**config.mk**
```make
export PLATFORM = sky130hd
export DESIGN_NAME = perf_counter_mmio_flat
export DESIGN_NICKNAME = d
export VERILOG_FILES = /design/src/rtl/perf_counter_mmio_if.sv /design/src/rtl/perf_counter_mmio.sv /design/src/flat_wrapper.sv
export SDC_FILE = /design/constraint.sdc
export NUM_CORES = 1
export LEC_CHECK = 0
export CORE_UTILIZATION = 44
export DETAILED_ROUTE_END_ITERATION = 6
export PLACE_DENSITY = 0.75
export SYNTH_ARGS = -nofsm -noshare
export SYNTH_HDL_FRONTEND = slang
export SYNTH_SLANG_ARGS = --single-unit
export TNS_END_PERCENT = 100
```
**constraint.sdc**
```tcl
create_clock -name clk -period 2.6 [get_ports clk]
set_clock_uncertainty 0.1 [all_clocks]
set_input_delay 0.52 -clock clk [delete_from_list [all_inputs] [get_ports clk]]
set_output_delay 0.52 -clock clk [all_outputs]
set_load 0.05 [all_outputs]
```
**src/rtl/perf_counter_mmio_if.sv**
```systemverilog
// Data-bus bundle (ce/we/addr/data) between the CPU load/store port and a
// memory-mapped responder. The data_o return path is combinational.
interface perf_counter_mmio_if;
  logic        ce;
  logic        we;
  logic [31:0] addr;
  logic [31:0] data_i;
  logic [31:0] data_o;

  modport master (output ce, we, addr, data_i, input data_o);
  modport slave  (input ce, we, addr, data_i, output data_o);
endinterface

```
**src/rtl/perf_counter_mmio.sv**
```systemverilog
// perf_counter_mmio: memory-mapped cycle / branch / taken-branch counters.
// The program arms, runs, reads and clears the counters over the data bus.
// The block also snoops the fetch port so that it can start and stop on a
// PC window.
// Optional feature macro: PERF_OVF_IRQ_EN adds the irq_o output and the
// CTRL[10:8] overflow IRQ enables.
module perf_counter_mmio #(
  parameter logic [31:0] BASE_ADDR = 32'h0000_1000,
  parameter int unsigned CNT_W     = 32
) (
  input  logic               clk,
  input  logic               rst,
  perf_counter_mmio_if.slave bus,
  input  logic               inst_ce_i,
  input  logic [31:0]        inst_addr_i,
  input  logic [31:0]        inst_i,
  input  logic               branch_taken_i
`ifdef PERF_OVF_IRQ_EN
  ,
  output logic               irq_o
`endif
);

  localparam logic [2:0] OFF_CTRL   = 3'd0;
  localparam logic [2:0] OFF_STATUS = 3'd1;
  localparam logic [2:0] OFF_CYCLE  = 3'd2;
  localparam logic [2:0] OFF_BRANCH = 3'd3;
  localparam logic [2:0] OFF_TAKEN  = 3'd4;
  localparam logic [2:0] OFF_START  = 3'd5;
  localparam logic [2:0] OFF_STOP   = 3'd6;

  typedef enum logic [1:0] {
    ST_IDLE     = 2'd0,
    ST_ARMED    = 2'd1,
    ST_COUNTING = 2'd2,
    ST_DONE     = 2'd3
  } state_t;

  state_t           state;
  logic             ctrl_run;
  logic             ctrl_auto;
  logic [2:0]       ctrl_irq_en;
  logic [2:0]       ovf;          // {tk, br, cyc}
  logic [CNT_W-1:0] cyc_cnt;
  logic [CNT_W-1:0] br_cnt;
  logic [CNT_W-1:0] tk_cnt;
  logic [31:0]      start_pc;
  logic [31:0]      stop_pc;

  logic             hit;
  logic             wr;
  logic             rd;
  logic [2:0]       offset;
  logic             clear;
  logic             start_match;
  logic             stop_match;
  logic             is_branch;
  logic             count_en;
  logic             wr_cyc;
  logic             wr_br;
  logic             wr_tk;
  logic             cyc_inc;
  logic             br_inc;
  logic             tk_inc;
  logic [CNT_W:0]   cyc_nxt;
  logic [CNT_W:0]   br_nxt;
  logic [CNT_W:0]   tk_nxt;
  logic [2:0]       ovf_set;
  logic [2:0]       ovf_w1c;
  logic             unused_bits;

  // Increment with the carry out exposed; the carry marks a wrap from all-ones.
  function automatic logic [CNT_W:0] cnt_step(input logic [CNT_W-1:0] v);
    return {1'b0, v} + (CNT_W+1)'(1);
  endfunction

  // Zero-extend a counter to the 32-bit bus.
  function automatic logic [31:0] zext(input logic [CNT_W-1:0] v);
    logic [31:0] r;
    r = '0;
    r[CNT_W-1:0] = v;
    return r;
  endfunction

  assign hit    = bus.ce && (bus.addr[31:5] == BASE_ADDR[31:5]);
  assign wr     = hit && bus.we;
  assign rd     = hit && !bus.we;
  assign offset = bus.addr[4:2];
  assign clear  = wr && (offset == OFF_CTRL) && bus.data_i[2];

  assign start_match = inst_ce_i && (inst_addr_i == start_pc);
  assign stop_match  = inst_ce_i && (inst_addr_i == stop_pc);
  // JAL (opcode[6:2]=11011) and conditional branches (opcode[6:2]=11000).
  assign is_branch   = inst_ce_i && ((inst_i[6:2] == 5'b11011) || (inst_i[6:2] == 5'b11000));

  // The START_PC match cycle itself is counted, so counting is enabled
  // combinationally from ARMED. If auto has been dropped, the armed state is
  // cancelled and the match cycle is not counted.
  assign count_en = (state == ST_COUNTING) ||
                    ((state == ST_ARMED) && ctrl_auto && start_match);

  assign wr_cyc  = wr && (offset == OFF_CYCLE);
  assign wr_br   = wr && (offset == OFF_BRANCH);
  assign wr_tk   = wr && (offset == OFF_TAKEN);
  assign cyc_inc = count_en;
  assign br_inc  = count_en && is_branch;
  assign tk_inc  = count_en && branch_taken_i;
  assign cyc_nxt = cnt_step(cyc_cnt);
  assign br_nxt  = cnt_step(br_cnt);
  assign tk_nxt  = cnt_step(tk_cnt);

  // A bus write to a counter suppresses its increment, and therefore its
  // overflow, in that cycle.
  assign ovf_set = {tk_inc  && !wr_tk  && tk_nxt[CNT_W],
                    br_inc  && !wr_br  && br_nxt[CNT_W],
                    cyc_inc && !wr_cyc && cyc_nxt[CNT_W]};
  assign ovf_w1c = (wr && (offset == OFF_STATUS)) ? bus.data_i[6:4] : 3'b000;

  assign unused_bits = ^{bus.addr[1:0], inst_i[31:7], inst_i[1:0]};

  // Control state machine; the transitions see CTRL as already registered.
  always_ff @(posedge clk or negedge rst) begin
    if (!rst) begin
      state <= ST_IDLE;
    end else if (clear) begin
      state <= ST_IDLE;
    end else begin
      unique case (state)
        ST_IDLE: begin
          if (ctrl_auto)     state <= ST_ARMED;
          else if (ctrl_run) state <= ST_COUNTING;
        end
        ST_ARMED: begin
          if (!ctrl_auto)       state <= ST_IDLE;
          else if (start_match) state <= ST_COUNTING;
        end
        ST_COUNTING: begin
          if (!ctrl_auto && !ctrl_run)      state <= ST_IDLE;
          else if (ctrl_auto && stop_match) state <= ST_DONE;
        end
        ST_DONE: begin
          if (!ctrl_auto) state <= ST_IDLE;
        end
        default: state <= ST_IDLE;
      endcase
    end
  end

  // Counters and sticky overflow flags: clear beats a bus write, which beats an increment.
  always_ff @(posedge clk or negedge rst) begin
    if (!rst) begin
      cyc_cnt <= '0;
      br_cnt  <= '0;
      tk_cnt  <= '0;
      ovf     <= 3'b000;
    end else if (clear) begin
      cyc_cnt <= '0;
      br_cnt  <= '0;
      tk_cnt  <= '0;
      ovf     <= 3'b000;
    end else begin
      if (wr_cyc)       cyc_cnt <= bus.data_i[CNT_W-1:0];
      else if (cyc_inc) cyc_cnt <= cyc_nxt[CNT_W-1:0];
      if (wr_br)        br_cnt  <= bus.data_i[CNT_W-1:0];
      else if (br_inc)  br_cnt  <= br_nxt[CNT_W-1:0];
      if (wr_tk)        tk_cnt  <= bus.data_i[CNT_W-1:0];
      else if (tk_inc)  tk_cnt  <= tk_nxt[CNT_W-1:0];
      // A new overflow wins over a simultaneous write-1-to-clear.
      ovf <= (ovf & ~ovf_w1c) | ovf_set;
    end
  end

  // CTRL mode bits and the START/STOP PC registers (clear leaves the PCs alone).
  always_ff @(posedge clk or negedge rst) begin
    if (!rst) begin
      ctrl_run  <= 1'b0;
      ctrl_auto <= 1'b0;
      start_pc  <= 32'h0;
      stop_pc   <= 32'h0;
    end else begin
      if (wr && (offset == OFF_CTRL)) begin
        ctrl_run  <= bus.data_i[0];
        ctrl_auto <= bus.data_i[1];
      end
      if (wr && (offset == OFF_START)) start_pc <= bus.data_i;
      if (wr && (offset == OFF_STOP))  stop_pc  <= bus.data_i;
    end
  end

`ifdef PERF_OVF_IRQ_EN
  // IRQ enables and the registered overflow interrupt.
  always_ff @(posedge clk or negedge rst) begin
    if (!rst) begin
      ctrl_irq_en <= 3'b000;
      irq_o       <= 1'b0;
    end else begin
      if (wr && (offset == OFF_CTRL)) ctrl_irq_en <= bus.data_i[10:8];
      irq_o <= |(ovf & ctrl_irq_en);
    end
  end
`else
  assign ctrl_irq_en = 3'b000;
`endif

  // Zero-latency read mux; anything other than a read hit returns 0.
  always_comb begin
    bus.data_o = 32'h0;
    if (rd) begin
      case (offset)
        OFF_CTRL:   bus.data_o = {21'b0, ctrl_irq_en, 6'b0, ctrl_auto, ctrl_run};
        OFF_STATUS: bus.data_o = {25'b0, ovf, 2'b0, state};
        OFF_CYCLE:  bus.data_o = zext(cyc_cnt);
        OFF_BRANCH: bus.data_o = zext(br_cnt);
        OFF_TAKEN:  bus.data_o = zext(tk_cnt);
        OFF_START:  bus.data_o = start_pc;
        OFF_STOP:   bus.data_o = stop_pc;
        default:    bus.data_o = 32'h0;
      endcase
    end
  end

endmodule

```
**src/flat_wrapper.sv**
```systemverilog
// flat-port wrapper written by rule: the top's interface ports become plain ports
module perf_counter_mmio_flat 
#(
  parameter logic [31:0] BASE_ADDR = 32'h0000_1000,
  parameter int unsigned CNT_W     = 32
)
  (clk, rst, inst_ce_i, inst_addr_i, inst_i, branch_taken_i, bus_ce, bus_we, bus_addr, bus_data_i, bus_data_o);
  perf_counter_mmio_if bus_i ();
  input  logic clk;
  input  logic rst;
  input  logic inst_ce_i;
  input  logic [31:0] inst_addr_i;
  input  logic [31:0] inst_i;
  input  logic branch_taken_i;
  input wire logic [$bits(bus_i.ce)-1:0] bus_ce;
  input wire logic [$bits(bus_i.we)-1:0] bus_we;
  input wire logic [$bits(bus_i.addr)-1:0] bus_addr;
  input wire logic [$bits(bus_i.data_i)-1:0] bus_data_i;
  output wire logic [$bits(bus_i.data_o)-1:0] bus_data_o;
  assign bus_i.ce = bus_ce;
  assign bus_i.we = bus_we;
  assign bus_i.addr = bus_addr;
  assign bus_i.data_i = bus_data_i;
  assign bus_data_o = bus_i.data_o;
  perf_counter_mmio #(.BASE_ADDR(BASE_ADDR), .CNT_W(CNT_W)) u_core (.clk(clk), .rst(rst), .bus(bus_i), .inst_ce_i(inst_ce_i), .inst_addr_i(inst_addr_i), .inst_i(inst_i), .branch_taken_i(branch_taken_i));
endmodule
```
# ---- Word-level counts from Yosys, hierarchy flattened
# Cells that the tools add are included.
dict set report op_classes {
  add_sub_neg 3
  multipliers 0
  n_div 0
  order_cmp 0
  n_eq_ne 18
  shift 0
  n_mux 22
  n_bitwise 3
  n_reduce_logical 40
}
# cell n
set ops {}
lappend ops {{$mux W32} 10}
lappend ops {{$pmux W32 S7} 1}
lappend ops {{$add A32 B1 Y33 const B} 3}
lappend ops {{$eq A32 B32 Y1} 2}
lappend ops {{$eq A27 B8 Y1 const B} 1}
lappend ops {{$logic_and A1 B1 Y1} 26}
lappend ops {{$mux W2} 8}
lappend ops {{$eq A5 B5 Y1 const B} 2}
lappend ops {{$eq A3 B3 Y1 const B} 3}
lappend ops {{$reduce_bool A3 Y1} 3}
lappend ops {{$pmux W2 S4} 1}
lappend ops {{$eq A3 B2 Y1 const B} 2}
lappend ops {{$logic_not A1 Y1} 6}
lappend ops {{$mux W3} 2}
lappend ops {{$eq A2 B2 Y1 const B} 2}
lappend ops {{$ne A4 B1 Y1 const B} 1}
lappend ops {{$ne A4 B3 Y1 const B} 1}
lappend ops {{$ne A4 B4 Y1 const B} 1}
lappend ops {{$reduce_and A4 Y1} 1}
lappend ops {{$and A3 B3 Y3} 1}
lappend ops {{$eq A3 B1 Y1 const B} 1}
lappend ops {{$logic_not A3 Y1} 1}
lappend ops {{$ne A3 B3 Y1 const B} 1}
lappend ops {{$not A3 Y3} 1}
lappend ops {{other kinds (4)} 5}
dict set report totals {
  reg_bits 167
  latchBits 0
  mem_bits_rw 0
  rom_bits 0
  inputBits 134
  out_inout_bits 32
  wordCells 95
  n_memories 0
}

# ---- Depth between registers and ports, before layout
# Gate-level depths: netlist of run 1.
dict set report depth {
  ltp_word 9
  mapped_depth 10
  ltp_nobuf 8
}

# ---- Least setup slack after synthesis of run 1
# No wires, ideal clock.
dict set report synth_path {
  path_type {in2out}
  start {in bus_addr[2]}
  end {out bus_data_o[4]}
  t_arrival_ns 2.688
  required_time_ns 1.980
  path_slack_ns -0.708
  cell_stages 5
  cell_sequence {clkbuf_1 clkbuf_1 nor2b_1 a221oi_1 a211oi_1}
}
dict set report synth_via {
  elab_chain_len 3
  elab_cells_between_ends 9
  cone_classes {6 x eq/ne; 2 x mux; 1 x reduce/logical}
}
# item line
set synth_rtl {}
lappend synth_rtl {{start: declaration} flat_wrapper.sv:17} ;# input wire logic [$bits(bus_i.addr)-1:0] bus_addr;
lappend synth_rtl {{$eq A3 B3 Y1, or another cell as far along} perf_counter_mmio.sv:209} ;# case (offset)
lappend synth_rtl {{$pmux W32 S7 (*)} perf_counter_mmio.sv:209}
lappend synth_rtl {{$mux W32 (*)} perf_counter_mmio.sv:208} ;# if (rd) begin
lappend synth_rtl {{end: declaration} flat_wrapper.sv:19} ;# output wire logic [$bits(bus_i.data_o)-1:0] bus_data_o;
# Every way passes the cells marked *; elsewhere a longest branch is shown, timed or not.

# ---- Final worst setup path of run 1
dict set report layout_path {
  start {reg u_core.start_pc[5]}
  end {reg u_core.tk_cnt[1]}
}
dict set report layout_via {
  elab_chain_len 6
}
# item line
set layout_rtl {}
lappend layout_rtl {{start: declaration} perf_counter_mmio.sv:47} ;# logic [31:0] start_pc;
lappend layout_rtl {{start signal: assignment} perf_counter_mmio.sv:185} ;# if (wr && (offset == OFF_START)) start_pc <= bus.data_i;
lappend layout_rtl {{$eq A32 B32 Y1} perf_counter_mmio.sv:91} ;# assign start_match = inst_ce_i && (inst_addr_i == start_pc);
lappend layout_rtl {{$logic_and A1 B1 Y1} perf_counter_mmio.sv:91}
lappend layout_rtl {{$logic_and A1 B1 Y1} perf_counter_mmio.sv:100} ;# ((state == ST_ARMED) && ctrl_auto && start_match);
lappend layout_rtl {{$logic_or A1 B1 Y1} perf_counter_mmio.sv:99} ;# assign count_en = (state == ST_COUNTING) ||
lappend layout_rtl {{$logic_and A1 B1 Y1} perf_counter_mmio.sv:107} ;# assign tk_inc = count_en && branch_taken_i;
lappend layout_rtl {{$reduce_bool A3 Y1 (no source line)} n/a}
lappend layout_rtl {{end signal: assignment} perf_counter_mmio.sv:166} ;# if (wr_tk) tk_cnt <= bus.data_i[CNT_W-1:0];
lappend layout_rtl {{end signal: assignment} perf_counter_mmio.sv:167} ;# else if (tk_inc) tk_cnt <= tk_nxt[CNT_W-1:0];
lappend layout_rtl {{end: declaration} perf_counter_mmio.sv:46} ;# logic [CNT_W-1:0] tk_cnt;
# No other way between the ends.
# A chain may end at the register's enable or synchronous reset.

==> run metrics, run 1 <==
Post-Synthesis Cells 1,165; die span in y 160.7 um; post-synth top area cell dfrtp_1; crit-path most repeated cell nand4_1; Area contributors post-synth dfrtp_1 38%, xnor2_1 9.6%, mux2_2 9.2%; Worst Path Buf+Inv 4; Syn Std Cell Area 0.01108 mm2; largest net degree at the start of global routing 62; vias in the first global route 11,820; initial antenna violation count 1; FF-to-FF End u_core.tk_cnt[1]$_DFFE_PN0P_; vias per inst 6.603; Ports 166; Top FF cell, synth dfrtp_1; post-synthesis async set-or-reset flop share 100.0%; Slew HR 52.71%; initial DRC count 1,808; CTS tree built; Final Hold Violating Endpoints 0; R2R Path Start u_core.start_pc[5]$_DFFE_PN0P_; clock slew at reported path FFs 0.08 ns; Final Wtd Congestion 0.9468; min cycle time layout 2.872 ns; Worst Slack Setup Final -0.2718 ns; Residual DRC 0; Pwr Density 354.4 mW/mm2; GRT Total Usage 34.70%; Leakage 6.651 nW; CTS Buf Count 17; number of cells on the critical path 11; area occupied by multi-input gates 0.007700 mm2; core area 0.02453 mm2; TritonRoute pass-1 iters 7; num rows 57; routed via count 11,878; Max Clock Freq 348.2 MHz; distinct cell type count after synthesis 55; nets@finish 1,599; Clock Sinks 167; Routed Wire Length 46,360 um; antenna-violating nets left 0; DP Area 0.01478 mm2; wire length of the first global-routing pass 68,280 um; Post-synth EDFFs 0; status finished with violations; Worst Min Path Start u_core.stop_pc[21]$_DFFE_PN0P_; critical path peak fanout 11; worst-margin pin slew 0.7094 ns; Synth Register Bits 167; sequential cell area 0.004183 mm2; Root Driver clkbuf_16; startpoint types flop; Max Cap Viol 0; crit end category flop; Pins Over Slew Limit 0; Port-buffer cells 136; failing checks negative setup slack; CP delay by family, top buffers and inverters; max incr delay on CP 0.45 ns; fillcell total 1,687; r2r setup slk -0.27 ns; Die X 160.7 um; worst vdd ir 0.4068 mV; Worst EP arrival 3.08 ns; htree depth 4; gr ovfl total 0; Net Count, Synth 1,302; Clock Tree Buf Depth 2; crit path cell chain xnor2_2 -> nand4_1 -> nor3_2 -> nand4_1 -> buf_6 -> bufbuf_16 -> buf_12 -> a21boi_2 -> buf_4 -> mux2i_1 -> a21oi_1; Hold Path Class flop to flop; Initial Utilization 45.17%; final instance area 0.01685 mm2; CP max stage cell dfrtp_1; die area 0.02582 mm2; diodes inserted 0; Layout area overhead 52.05%; CP Data Required Time 2.81 ns; DR WL/cell 25.77 um; Avg Cell Area, Syn 9.512 um2; CP Class flop to flop; RSZ-0062 raised after global routing true; last element of the critical path u_core.tk_cnt[1]$_DFFE_PN0P_; sequential-to-total area share from yosys stat 37.71%; Synth Warn # 0; Clock Latency Late Sink 0.44 ns; share of layout cells above drive strength 1 38.37%; fin crit share 110.5%; final core occ 68.68%; final setup fails 116; post-DP HPWL 30,270 um; post-synth top area share 37.71%; reg2reg path depth 11; Setup crit start u_core.start_pc[5]$_DFFE_PN0P_
placed cells by master, fill, tap and decap left out, types with 6 or more instances in the layout:
| cell | netlist | routed |
|---|---|---|
| mux2i_1 | 16 | 16 |
| a2111oi_4 | 3 | 28 |
| mux2_2 | 91 | 89 |
| nor4_1 | 10 | 6 |
| inv_6 | 0 | 6 |
| nor2_1 | 57 | 24 |
| clkdlybuf4s50_1 | 0 | 43 |
| xor2_1 | 26 | 26 |
| inv_1 | 17 | 15 |
| buf_2 | 3 | 13 |
| buf_4 | 1 | 181 |
| a211oi_2 | 1 | 11 |
| a211oi_4 | 0 | 6 |
| a22o_1 | 28 | 26 |
| nand4_1 | 41 | 41 |
| xnor2_2 | 0 | 15 |
| clkdlybuf4s15_1 | 0 | 9 |
| dfrtp_1 | 167 | 164 |
| nand2b_1 | 9 | 9 |
| and4_1 | 6 | 6 |
| buf_16 | 0 | 6 |
| xnor2_1 | 122 | 107 |
| buf_12 | 0 | 53 |
| a21oi_1 | 116 | 105 |
| a222oi_1 | 26 | 26 |
| nor2_4 | 0 | 30 |
| nand3_1 | 49 | 44 |
| dlymetal6s2s_1 | 0 | 14 |
| buf_6 | 2 | 23 |
| clkbuf_16 | 0 | 18 |
| a21oi_4 | 0 | 7 |
| and3_1 | 24 | 24 |
| o21ai_0 | 97 | 94 |
| nand2_1 | 52 | 48 |
| dlygate4sd2_1 | 0 | 15 |
worst min path at each step:
stage	endpoint	slack, ns	cells past startpoint
6_report	u_core.stop_pc[21]$_DFFE_PN0P_	0.45	2
5_1_grt	u_core.stop_pc[20]$_DFFE_PN0P_	0.48	1
4_1_cts	u_core.stop_pc[21]$_DFFE_PN0P_	0.44	2
3_5_place_dp	u_core.stop_pc[21]$_DFFE_PN0P_	0.43	2
3_3_place_gp	u_core.start_pc[21]$_DFFE_PN0P_	0.41	2
2_1_floorplan	u_core.br_cnt[0]$_DFFE_PN0P_	0.12	0
metrics by stage:
stage	power, W	hold slack [ns]	std cells	setup WS [ns]	setup TNS (ns)
final	0.005971	0.4495	1799	-0.2718	-11.26
after floorplan	0.002817	0.1244	1165	-0.1207	-0.9458
after detailed placement	0.003288	0.4265	1734	-0.8277	-91.03
after CTS	0.005915	0.4425	1794	-0.06258	-0.2716
after global routing	0.006091	0.4763	1799	-0.3066	-16.26
after global placement	0.003281	0.4109	1734	-0.7244	-85.61
registers in the layout, indices dropped and copies added, names as in the netlist:
name	count
u_core.start_pc	32
u_core.br_cnt	32
u_core.state	2
u_core.ctrl_auto	1
u_core.cyc_cnt	32
u_core.tk_cnt	32
u_core.ctrl_run	1
u_core.stop_pc	32
u_core.ovf	3
tightest hold or removal path: stages, from the launching register on:
cell and delay, ns:
dfrtp_1 0.39, nand2_1 0.06, o21ai_0 0.06
report_power, final:
group / total (W) / switching (W) / internal [W]
clock network: 0.00267 / 0.00123 / 0.00144
logic: 0.000699 / 0.000374 / 0.000325
registers: 0.00260 / 0.00000613 / 0.00260
cell families after synthesis:
group,share of synthesized area (%)
flops,37.71
buf+inv,3.760
xor+xnor,11.70
mux,10.90
compound gates,22.02
simple gates,13.58
fa+ha+maj,0.3388
repair_timing:
item,4_1_cts,5_1_grt
cloned,7,1
pin swaps,60,123
setup endpoints to repair,127,133
resized for setup,201,116
hold endpoints to repair,45,0
hold buffers,1,0
setup buffers,20,8
cell usage after synthesis, drive strengths merged, types with 3 or more instances:
cell type  count
a2111oi       30
a211oi        22
a21boi         9
a21oi        116
a221oi         7
a222oi        26
a22o          28
a22oi          4
and2           6
and3          24
and4           6
buf           18
clkbuf        70
dfrtp        167
ha             3
inv           17
mux2          91
mux2i         16
nand2         52
nand2b         9
nand3         50
nand4         41
nor2          57
nor2b          5
nor3           7
nor4          14
nor4b          3
o21ai         98
or2            3
or4            4
xnor2        122
xor2          26
layer usage:
layer  vias up  global-route usage [%]  part of all wire (%)
met5         -                       0                 0.024
met4         2                   19.17                   5.8
met3       225                   8.368                    11
met2       974                   54.96                    46
met1      5728                   43.59                    37
li1       4949                       -                     -
final cells by class:
cell class / instances / share of cell area (%)
multi-input cells: 893 / 45.70
flip-flops and latches: 167 / 24.82
repair buffers: 366 / 23.15
clock buffers: 17 / 2.525
well taps: 324 / 2.406
clock inverters: 15 / 0.9802
inverters: 17 / 0.4158
Note: power is estimated with default switching activity, not from simulation.
==> inputs of run 2 (changes only) <==
CAP_MARGIN = 20   (was default)
==> results of run 2 <==
Final layout, timing and power as in run 1 (identical DEF).
